[src/rtl/uart_pkg.sv]
// Shared UART constants, scheduler state type and the default baud divider helper.
// Usable by both the 8N1 transmitter and its front-end scheduler.
package uart_pkg;

    localparam int FRAME_BITS = 10;
    localparam int SYNC_LAT   = 3;

    typedef enum logic {
        IDLE = 1'b0,
        SEND = 1'b1
    } sched_state_e;

    // Rounded-to-nearest clock cycles per bit.
    function automatic logic [31:0] p_div(input longint clk_freq, input longint baud);
        return 32'((clk_freq + baud / 2) / baud);
    endfunction

endpackage

[src/rtl/uart_rr_arb.sv]
// N-way request picker: round-robin by default, fixed lowest-index priority when
// UART_SCHED_FIXED_PRIO_EN is defined. Outputs a one-hot grant plus its index.
module uart_rr_arb #(
    parameter int N_REQ = 3,
    parameter int IW    = (N_REQ > 1) ? $clog2(N_REQ) : 1
) (
    input  logic             clk,
    input  logic             reset_n,
    input  logic [N_REQ-1:0] req,
    input  logic             advance,
    output logic [N_REQ-1:0] gnt,
    output logic [IW-1:0]    gnt_idx,
    output logic             gnt_any
);

`ifdef UART_SCHED_FIXED_PRIO_EN
    logic unused_fixed;
    assign unused_fixed = ^{clk, reset_n, advance};

    always_comb begin
        gnt_idx = '0;
        gnt_any = 1'b0;
        for (int i = 0; i < N_REQ; i++) begin
            if (req[i] && !gnt_any) begin
                gnt_idx = IW'(i);
                gnt_any = 1'b1;
            end
        end
    end
`else
    logic [IW-1:0] ptr_q;
    logic [IW-1:0] ptr_d;

    // Search starts at the requester after the last grant and wraps around.
    always_comb begin
        int j;
        gnt_idx = '0;
        gnt_any = 1'b0;
        for (int k = 0; k < N_REQ; k++) begin
            j = int'(ptr_q) + k;
            if (j >= N_REQ) begin
                j = j - N_REQ;
            end
            if (req[j] && !gnt_any) begin
                gnt_idx = IW'(j);
                gnt_any = 1'b1;
            end
        end
    end

    always_comb begin
        ptr_d = ptr_q;
        if (advance) begin
            ptr_d = (int'(gnt_idx) == N_REQ - 1) ? '0 : gnt_idx + IW'(1);
        end
    end

    always_ff @(posedge clk or negedge reset_n) begin
        if (!reset_n) begin
            ptr_q <= '0;
        end else begin
            ptr_q <= ptr_d;
        end
    end
`endif

    always_comb begin
        gnt = '0;
        for (int i = 0; i < N_REQ; i++) begin
            if (gnt_any && (int'(gnt_idx) == i)) begin
                gnt[i] = 1'b1;
            end
        end
    end

endmodule

[src/rtl/uart_tx_sched.sv]
// Multi-requester scheduler in front of the edge-started 8N1 UART transmitter; times
// each frame slot internally. Define UART_SCHED_FIXED_PRIO_EN for fixed priority.
module uart_tx_sched
    import uart_pkg::*;
#(
    parameter int N_REQ      = 3,
    parameter int CLK_FREQ   = 50_000_000,
    parameter int BAUD       = 115200,
    parameter int GAP_BITS   = 1,
    parameter int START_HOLD = 4,
    parameter int IW         = (N_REQ > 1) ? $clog2(N_REQ) : 1
) (
    input  logic               clk,
    input  logic               reset_n,
    input  logic [N_REQ-1:0]   req_valid,
    input  logic [8*N_REQ-1:0] req_data,
    output logic [N_REQ-1:0]   req_ready,
    input  logic [31:0]        baud_div_i,
    output logic               tx_start,
    output logic [7:0]         tx_data,
    output logic [31:0]        tx_baud_div,
    output logic               busy,
    output logic [IW-1:0]      grant_id
);

    localparam logic [31:0] P_DIV      = p_div(longint'(CLK_FREQ), longint'(BAUD));
    localparam logic [39:0] START_LAST = 40'(START_HOLD - 1);
    localparam logic [39:0] BIT_SLOTS  = 40'(FRAME_BITS + GAP_BITS);

    sched_state_e       state_q, state_d;
    logic [39:0]        cnt_q, cnt_d;
    logic [39:0]        last_q, last_d;
    logic               tx_start_q, tx_start_d;
    logic [7:0]         tx_data_q, tx_data_d;
    logic [31:0]        tx_baud_div_q, tx_baud_div_d;
    logic               busy_q, busy_d;
    logic [IW-1:0]      grant_id_q, grant_id_d;
    logic [N_REQ-1:0]   req_ready_q, req_ready_d;

    logic [N_REQ-1:0]   gnt;
    logic [IW-1:0]      gnt_idx;
    logic               gnt_any;
    logic               advance;
    logic [31:0]        div_eff;
    logic [39:0]        frame_cyc;

    assign div_eff   = (baud_div_i != 32'd0) ? baud_div_i : P_DIV;
    assign frame_cyc = 40'(SYNC_LAT) + BIT_SLOTS * {8'd0, div_eff};

    uart_rr_arb #(
        .N_REQ (N_REQ),
        .IW    (IW)
    ) u_arb (
        .clk     (clk),
        .reset_n (reset_n),
        .req     (req_valid),
        .advance (advance),
        .gnt     (gnt),
        .gnt_idx (gnt_idx),
        .gnt_any (gnt_any)
    );

    always_comb begin
        state_d       = state_q;
        cnt_d         = cnt_q;
        last_d        = last_q;
        tx_start_d    = tx_start_q;
        tx_data_d     = tx_data_q;
        tx_baud_div_d = tx_baud_div_q;
        busy_d        = busy_q;
        grant_id_d    = grant_id_q;
        req_ready_d   = '0;
        advance       = 1'b0;

        case (state_q)
            IDLE: begin
                if (gnt_any) begin
                    advance       = 1'b1;
                    req_ready_d   = gnt;
                    tx_start_d    = 1'b1;
                    busy_d        = 1'b1;
                    grant_id_d    = gnt_idx;
                    tx_baud_div_d = div_eff;
                    last_d        = frame_cyc - 40'd1;
                    cnt_d         = '0;
                    state_d       = SEND;
                    for (int i = 0; i < N_REQ; i++) begin
                        if (gnt[i]) begin
                            tx_data_d = req_data[8*i +: 8];
                        end
                    end
                end
            end
            SEND: begin
                // Slot length is frozen at grant, so divider changes wait for the next frame.
                cnt_d      = cnt_q + 40'd1;
                tx_start_d = (cnt_q < START_LAST);
                if (cnt_q == last_q) begin
                    cnt_d      = '0;
                    tx_start_d = 1'b0;
                    busy_d     = 1'b0;
                    state_d    = IDLE;
                end
            end
            default: begin
                state_d = IDLE;
            end
        endcase
    end

    always_ff @(posedge clk or negedge reset_n) begin
        if (!reset_n) begin
            state_q       <= IDLE;
            cnt_q         <= '0;
            last_q        <= '0;
            tx_start_q    <= 1'b0;
            tx_data_q     <= '0;
            tx_baud_div_q <= P_DIV;
            busy_q        <= 1'b0;
            grant_id_q    <= '0;
            req_ready_q   <= '0;
        end else begin
            state_q       <= state_d;
            cnt_q         <= cnt_d;
            last_q        <= last_d;
            tx_start_q    <= tx_start_d;
            tx_data_q     <= tx_data_d;
            tx_baud_div_q <= tx_baud_div_d;
            busy_q        <= busy_d;
            grant_id_q    <= grant_id_d;
            req_ready_q   <= req_ready_d;
        end
    end

    assign tx_start    = tx_start_q;
    assign tx_data     = tx_data_q;
    assign tx_baud_div = tx_baud_div_q;
    assign busy        = busy_q;
    assign grant_id    = grant_id_q;
    assign req_ready   = req_ready_q;

endmodule

[config.mk]
export PLATFORM = sky130hd
export DESIGN_NAME = uart_tx_sched
export DESIGN_NICKNAME = d
export VERILOG_FILES = /design/src/rtl/uart_pkg.sv /design/src/rtl/uart_rr_arb.sv /design/src/rtl/uart_tx_sched.sv
export SDC_FILE = /design/constraint.sdc
export NUM_CORES = 1
export LEC_CHECK = 0
export CORE_ASPECT_RATIO = 1.75
export CORE_MARGIN = 3
export CORE_UTILIZATION = 62
export CTS_CLUSTER_SIZE = 10
export DETAILED_ROUTE_END_ITERATION = 8
export PLACE_DENSITY = 0.9
export SLEW_MARGIN = 20
export SYNTH_ARGS = -nofsm -noshare
export SYNTH_HDL_FRONTEND = slang
export SYNTH_SLANG_ARGS = --single-unit
[constraint.sdc]
create_clock -name clk -period 3.6 [get_ports clk]
set_input_delay 0.54 -clock clk [delete_from_list [all_inputs] [get_ports clk]]
set_output_delay 0.54 -clock clk [all_outputs]
set_load 0.005 [all_outputs]
==> summary.md, run 1 <==
| Metric | Value |
|---|---|
| Total grt overflow | `2` |
| GPL Wtd Cong | `0.9353` |
| Count leader, synth | `nand2_1` |
| Initial core utilization | `0.6440` |
| Post-synthesis sequential area ratio | `0.3336` |
| Mapped Area | `0.009394 mm²` |
| Synth Net Count | `1262` |
| Placed insts | `1475` |
| Synth warn | `0` |
| Worst EP Category | `sequential cell input` |
| Worst setup endpoint GRT | `last_q[29]$_DFFE_PN0P_/D` |
| Root Buffer | `clkbuf_16` |
| Post-Synth Adder-Cell Area | `0.1321` |
| Share of the synthesized area in the top cell type | `0.3197` |
| Synth unique cells | `71` |
| Async SR Flop Fraction | `1.000` |
| Row count | `58` |
| Multiplexer area fraction after synthesis | `0.01092` |
| Post-synthesis xor/xnor area fraction | `0.07086` |
| Status | `aborted with a tool error` |
| Stop err | `[ERROR GRT-0232] Routing congestion too high. Check the congestion heatmap in the GUI.` |
| Seq cells post-synth | `125` |
| Synth top cells by count | `158 x nand2_1, 132 x o21ai_0, 120 x dfrtp_1, 113 x inv_1, 61 x clkbuf_1` |
| Mapped Cells | `1118` |
| Largest family of logic cells by synthesized area | `compound AO/OA/AOI/OAI gates` |
| Die height | `168.8 µm` |
| Ranking of synthesized cells by area | `dfrtp_1 32%, ha_1 7.5%, o21ai_0 7.0%, nand2_1 6.3%, fa_1 5.8%` |
| # IOs | `108` |
| Gr usage total | `0.6969` |
| Top cell type by total area after synthesis | `dfrtp_1` |
| CTS H-tree lvls | `4` |
| Hpwl dp | `21600 µm` |
| Synth Flop Type | `dfrtp_1` |
| Post-Syn Area per Cell | `8.403 µm²` |
| Complex-gate fraction of the synthesized area | `0.1933` |
| Post-place setup slack | `-1.835 ns` |
| EDFF count, synth | `0` |
| Clk buf depth | `2` |
| Die Wd | `99.05 µm` |
| Post-Synth Simple-Gate Area | `0.1769` |
| CTS Buf Count | `17` |
| Stop stage | `global routing` |
| # clock sinks | `125` |
| Port Buffers | `107` |
| Pin count of the biggest net entering global routing | `82` |
-- layer usage --
| metal | GRT usage | GRT overflow |
|---|---|---|
| met5 | 0.09846 | 0 |
| met4 | 0.7128 | 1 |
| met3 | 0.5340 | 0 |
| met2 | 0.8841 | 1 |
| met1 | 0.6761 | 0 |
-- logic make-up after synthesis --
| logic type | Yosys count |
|---|---|
| simple gates | 341 |
| compound gates | 288 |
| buf+inv | 195 |
| flops | 125 |
| fa+ha+maj | 83 |
| xor+xnor | 76 |
| mux | 10 |
-- repair_timing --
action / in CTS
buffers inserted: 14
pin swaps: 45
resized for setup: 121
setup endpoints to repair: 31
hold buffers: 0
-- through the flow --
step,instance area (µm²),util
after floorplan,9594,-
after global placement,11650,0.7989
after detailed placement,11650,0.7989
after CTS,12510,0.8579
==> inputs of run 2 (changes only) <==
--- a/config.mk
+++ b/config.mk
@@ -5,12 +5,10 @@
 export SDC_FILE = /design/constraint.sdc
 export NUM_CORES = 1
 export LEC_CHECK = 0
-export CORE_ASPECT_RATIO = 1.75
 export CORE_MARGIN = 3
-export CORE_UTILIZATION = 62
-export CTS_CLUSTER_SIZE = 10
+export CORE_UTILIZATION = 40
 export DETAILED_ROUTE_END_ITERATION = 8
-export PLACE_DENSITY = 0.9
+export PLACE_DENSITY_LB_ADDON = 0.15
 export SLEW_MARGIN = 20
 export SYNTH_ARGS = -nofsm -noshare
 export SYNTH_HDL_FRONTEND = slang
==> run 2 against run 1 <==
Effect of this change: area after synthesis is the same; the flow now finishes, with violations (negative setup slack); synthesized cell count stayed put.
==> summary.md, run 2 <==
| Metric | Value |
|---|---|
| Async SR Flop Fraction | `1.000 (unchanged)` |
| DRT iter0 DRCs | `291` |
| Row count | `55 (-5.2%)` |
| Pins over their slew limit | `0` |
| Vias in the first global route | `8480` |
| Gr usage total | `0.2030` |
| Multi-input gate area | `0.006081 mm²` |
| Failing checks | `negative setup slack` |
| Switch Pwr | `1.972 mW` |
| P per Cell Area | `458.3 mW/mm²` |
| Clock latency on the worst-skew pair | `0.42 ns` |
| Synth Net Count | `1262 (unchanged)` |
| Critical Path End Type | `register` |
| Hpwl dp | `19030 µm (-12%)` |
| RSZ-0062 raised after global routing | `yes` |
| Period Utilization, post-route | `1.179` |
| CTS H-tree lvls | `4 (unchanged)` |
| Hold WC Path Type | `in2async` |
| R2r worst-path depth | `10` |
| Max_cap viols | `0` |
| Kind of critical path | `in2reg` |
| Most flop-heavy register | `cnt_q` |
| Setup ws final | `-0.6457 ns` |
| DRT Pass-1 Iters | `4` |
| Mapped Cells | `1118 (unchanged)` |
| Fmax | `0.2355 GHz` |
| Initial core utilization | `0.4112 (-0.2328)` |
| Cell Int Power | `4.070 mW` |
| Synth Flop Type | `dfrtp_1` |
| Root Buffer | `clkbuf_16` |
| Synth unique cells | `71 (unchanged)` |
| Final WL | `25610 µm` |
| Top cell type by total area after synthesis | `dfrtp_1` |
| Setup slack, reg-to-reg | `0.50 ns` |
| Total grt overflow | `0` |
| Share of the synthesized area in the top cell type | `0.3197 (unchanged)` |
| Max_slew headroom | `0.5745` |
| Worst Path Required | `3.91 ns` |
| Number of flip-flops in the largest register | `40` |
| # clock sinks | `125 (unchanged)` |
| Worst Path Arrival | `4.56 ns` |
| Worst flop-to-flop path endpoint | `cnt_q[25]$_DFFE_PN0P_` |
| Setup total negative slack | `-9.305 ns` |
| Synth top cells by count | `158 x nand2_1, 132 x o21ai_0, 120 x dfrtp_1, 113 x inv_1, 61 x clkbuf_1` |
| Status | `finished, violations left` |
| Worst-Margin Slew | `0.6340 ns` |
| Mapped Area | `0.009394 mm² (unchanged)` |
| Layout area overhead | `40.36%` |
| P_leak | `6.101 nW` |
| # nets final | `1492` |
| Commonest cells after routing, fill and taps aside | `170 x buf_4, 155 x nand2_1, 120 x dfrtp_1, 104 x o21ai_0, 99 x inv_1` |
| Final hold vios | `0` |
| # DRC | `0` |
| Sequential cell area | `0.003134 mm²` |
| Tot Pwr | `6.043 mW` |
| Routed vias | `8441` |
| CTS Buf Count | `17 (unchanged)` |
| Count leader, synth | `nand2_1` |
| Fin crit period | `4.246 ns` |
| GPL Wtd Cong | `0.8495 (-9.2%)` |
| Die height | `159.3 µm (-5.7%)` |
| Clock skew | `0.01068 ns` |
| Critical Path Start Type | `primary input` |
| Seq cells post-synth | `125 (unchanged)` |
| Peak supply drop | `0.0003401 V` |
| Via density per instance | `5.042` |
| Fraction of layout cells with a size suffix above 1 | `0.2498` |
| First-pass GRT wire length | `42810 µm` |
| Flop pwr share | `0.282` |
| Port Buffers | `107 (unchanged)` |
| Inserted Diodes | `0` |
| Post-Syn Area per Cell | `8.403 µm² (unchanged)` |
| Clock slew at reported path FFs | `0.06 ns` |
| Final setup fails | `27` |
| ANT nets after route | `0` |
| Die Wd | `159.3 µm (+61%)` |
| Commonest non-fill, non-tap cell in the layout | `buf_4` |
| Switching portion of total power | `0.3264` |
| CTS tree | `yes` |
| EDFF count, synth | `0 (unchanged)` |
| Post-synthesis sequential area ratio | `0.3336 (unchanged)` |
| Number of fill cells in the layout | `2124` |
| Clk buf depth | `2 (unchanged)` |
| Initial antenna violation count | `0` |
| Ranking of synthesized cells by area | `dfrtp_1 32%, ha_1 7.5%, o21ai_0 7.0%, nand2_1 6.3%, fa_1 5.8%` |
| Worst r2r src | `cnt_q[36]$_DFFE_PN0P_` |
| Critical Path Fanout Max | `4` |
| WL per Instance | `15.30 µm` |
| Clock power frac | `0.328` |
| Comb power frac | `0.390` |
| Core Box Area | `0.02285 mm²` |
| Full die area | `0.02536 mm²` |
| # IOs | `108 (unchanged)` |
| Synth warn | `0 (unchanged)` |
| Pin count of the biggest net entering global routing | `72` |
## run 2: layout make-up
cell class | instances | area share
Tap cell | 313 | 0.02970
Multi-Input combinational cell | 798 | 0.4612
Inverter | 114 | 0.03264
Clock buffer | 20 | 0.03540
Clock inverter | 12 | 0.01585
Timing Repair Buffer | 292 | 0.1875
Sequential cell | 125 | 0.2377
## run 2: through the flow
step           hold WS (ns)    util  cell area, µm²  setup WS (ns)  std cells
4_1_cts              0.1551  0.5674           12960        -0.6369       1667
5_1_grt              0.1716  0.5771           13190        -0.7177       1674
3_5_place_dp         0.4646  0.5219           11920         -1.685       1620
3_3_place_gp         0.4615  0.5219           11920         -1.642       1620
6_report             0.1302  0.5771           13190        -0.6457       1674
2_1_floorplan        0.2444       -            9594        -0.5500       1118
## run 2: worst max path at each step
stage	from	slack, ns	depth (start not counted)	end
2_1_floorplan	baud_div_i[19]	-0.55	19	last_q[29]$_DFFE_PN0P_
3_3_place_gp	baud_div_i[24]	-1.64	19	last_q[29]$_DFFE_PN0P_
3_5_place_dp	baud_div_i[24]	-1.69	20	last_q[29]$_DFFE_PN0P_
4_1_cts	baud_div_i[27]	-0.64	22	last_q[28]$_DFFE_PN0P_
5_1_grt	baud_div_i[25]	-0.72	22	last_q[28]$_DFFE_PN0P_
6_report	baud_div_i[18]	-0.65	21	last_q[29]$_DFFE_PN0P_
## run 2: power by group through the flow
stage	Clock, mW	Combinational, mW	Sequential [mW]
6_report	1.98	2.36	1.70
5_1_grt	2.08	2.60	1.73
3_5_place_dp	0	2.00	1.73
4_1_cts	2.02	2.19	1.70
2_1_floorplan	0	1.22	1.67
3_3_place_gp	0	1.98	1.73
## run 2: cells by family after synthesis
group,share of synthesized area
muxes,0.01092
xor gates and xnor gates,0.07086
buffers and inverters,0.08231
AOI/OAI and AO/OA,0.1933
DFF,0.3336
adders and majority gates,0.1321
and+or+nand+nor,0.1769
## run 2: metal layers
metal | up-vias | share of wire | global-route usage
li1 | 4284 | - | -
met1 | 3971 | 0.48 | 0.2792
met2 | 150 | 0.47 | 0.3324
met3 | 36 | 0.029 | 0.02758
met4 | 0 | 0.022 | 0.06606
met5 | - | 0 | 0
## run 2: repair_timing
action                     in CTS  in global routing
resized for setup             135                 61
hold buffers                    0                  0
buffers inserted               18                 13
setup endpoints to repair      31                 28
pin swaps                      53                 57
## run 2: critical path: stages
cell      delay, ns
buf_6          0.10
nor4_4         0.35
nand4_1        0.20
buf_6          0.18
nor2_4         0.16
nor2_4         0.05
inv_2          0.07
ha_4           0.14
inv_4          0.03
fa_1           0.54
inv_2          0.05
ha_4           0.15
a2111o_1       0.39
a31o_4         0.27
o311ai_4       0.07
buf_4          0.16
o211a_1        0.18
nor4_4         0.07
or3_4          0.37
a31o_1         0.19
a221o_1        0.28
No activity file was read; power rests on OpenSTA's default activity.
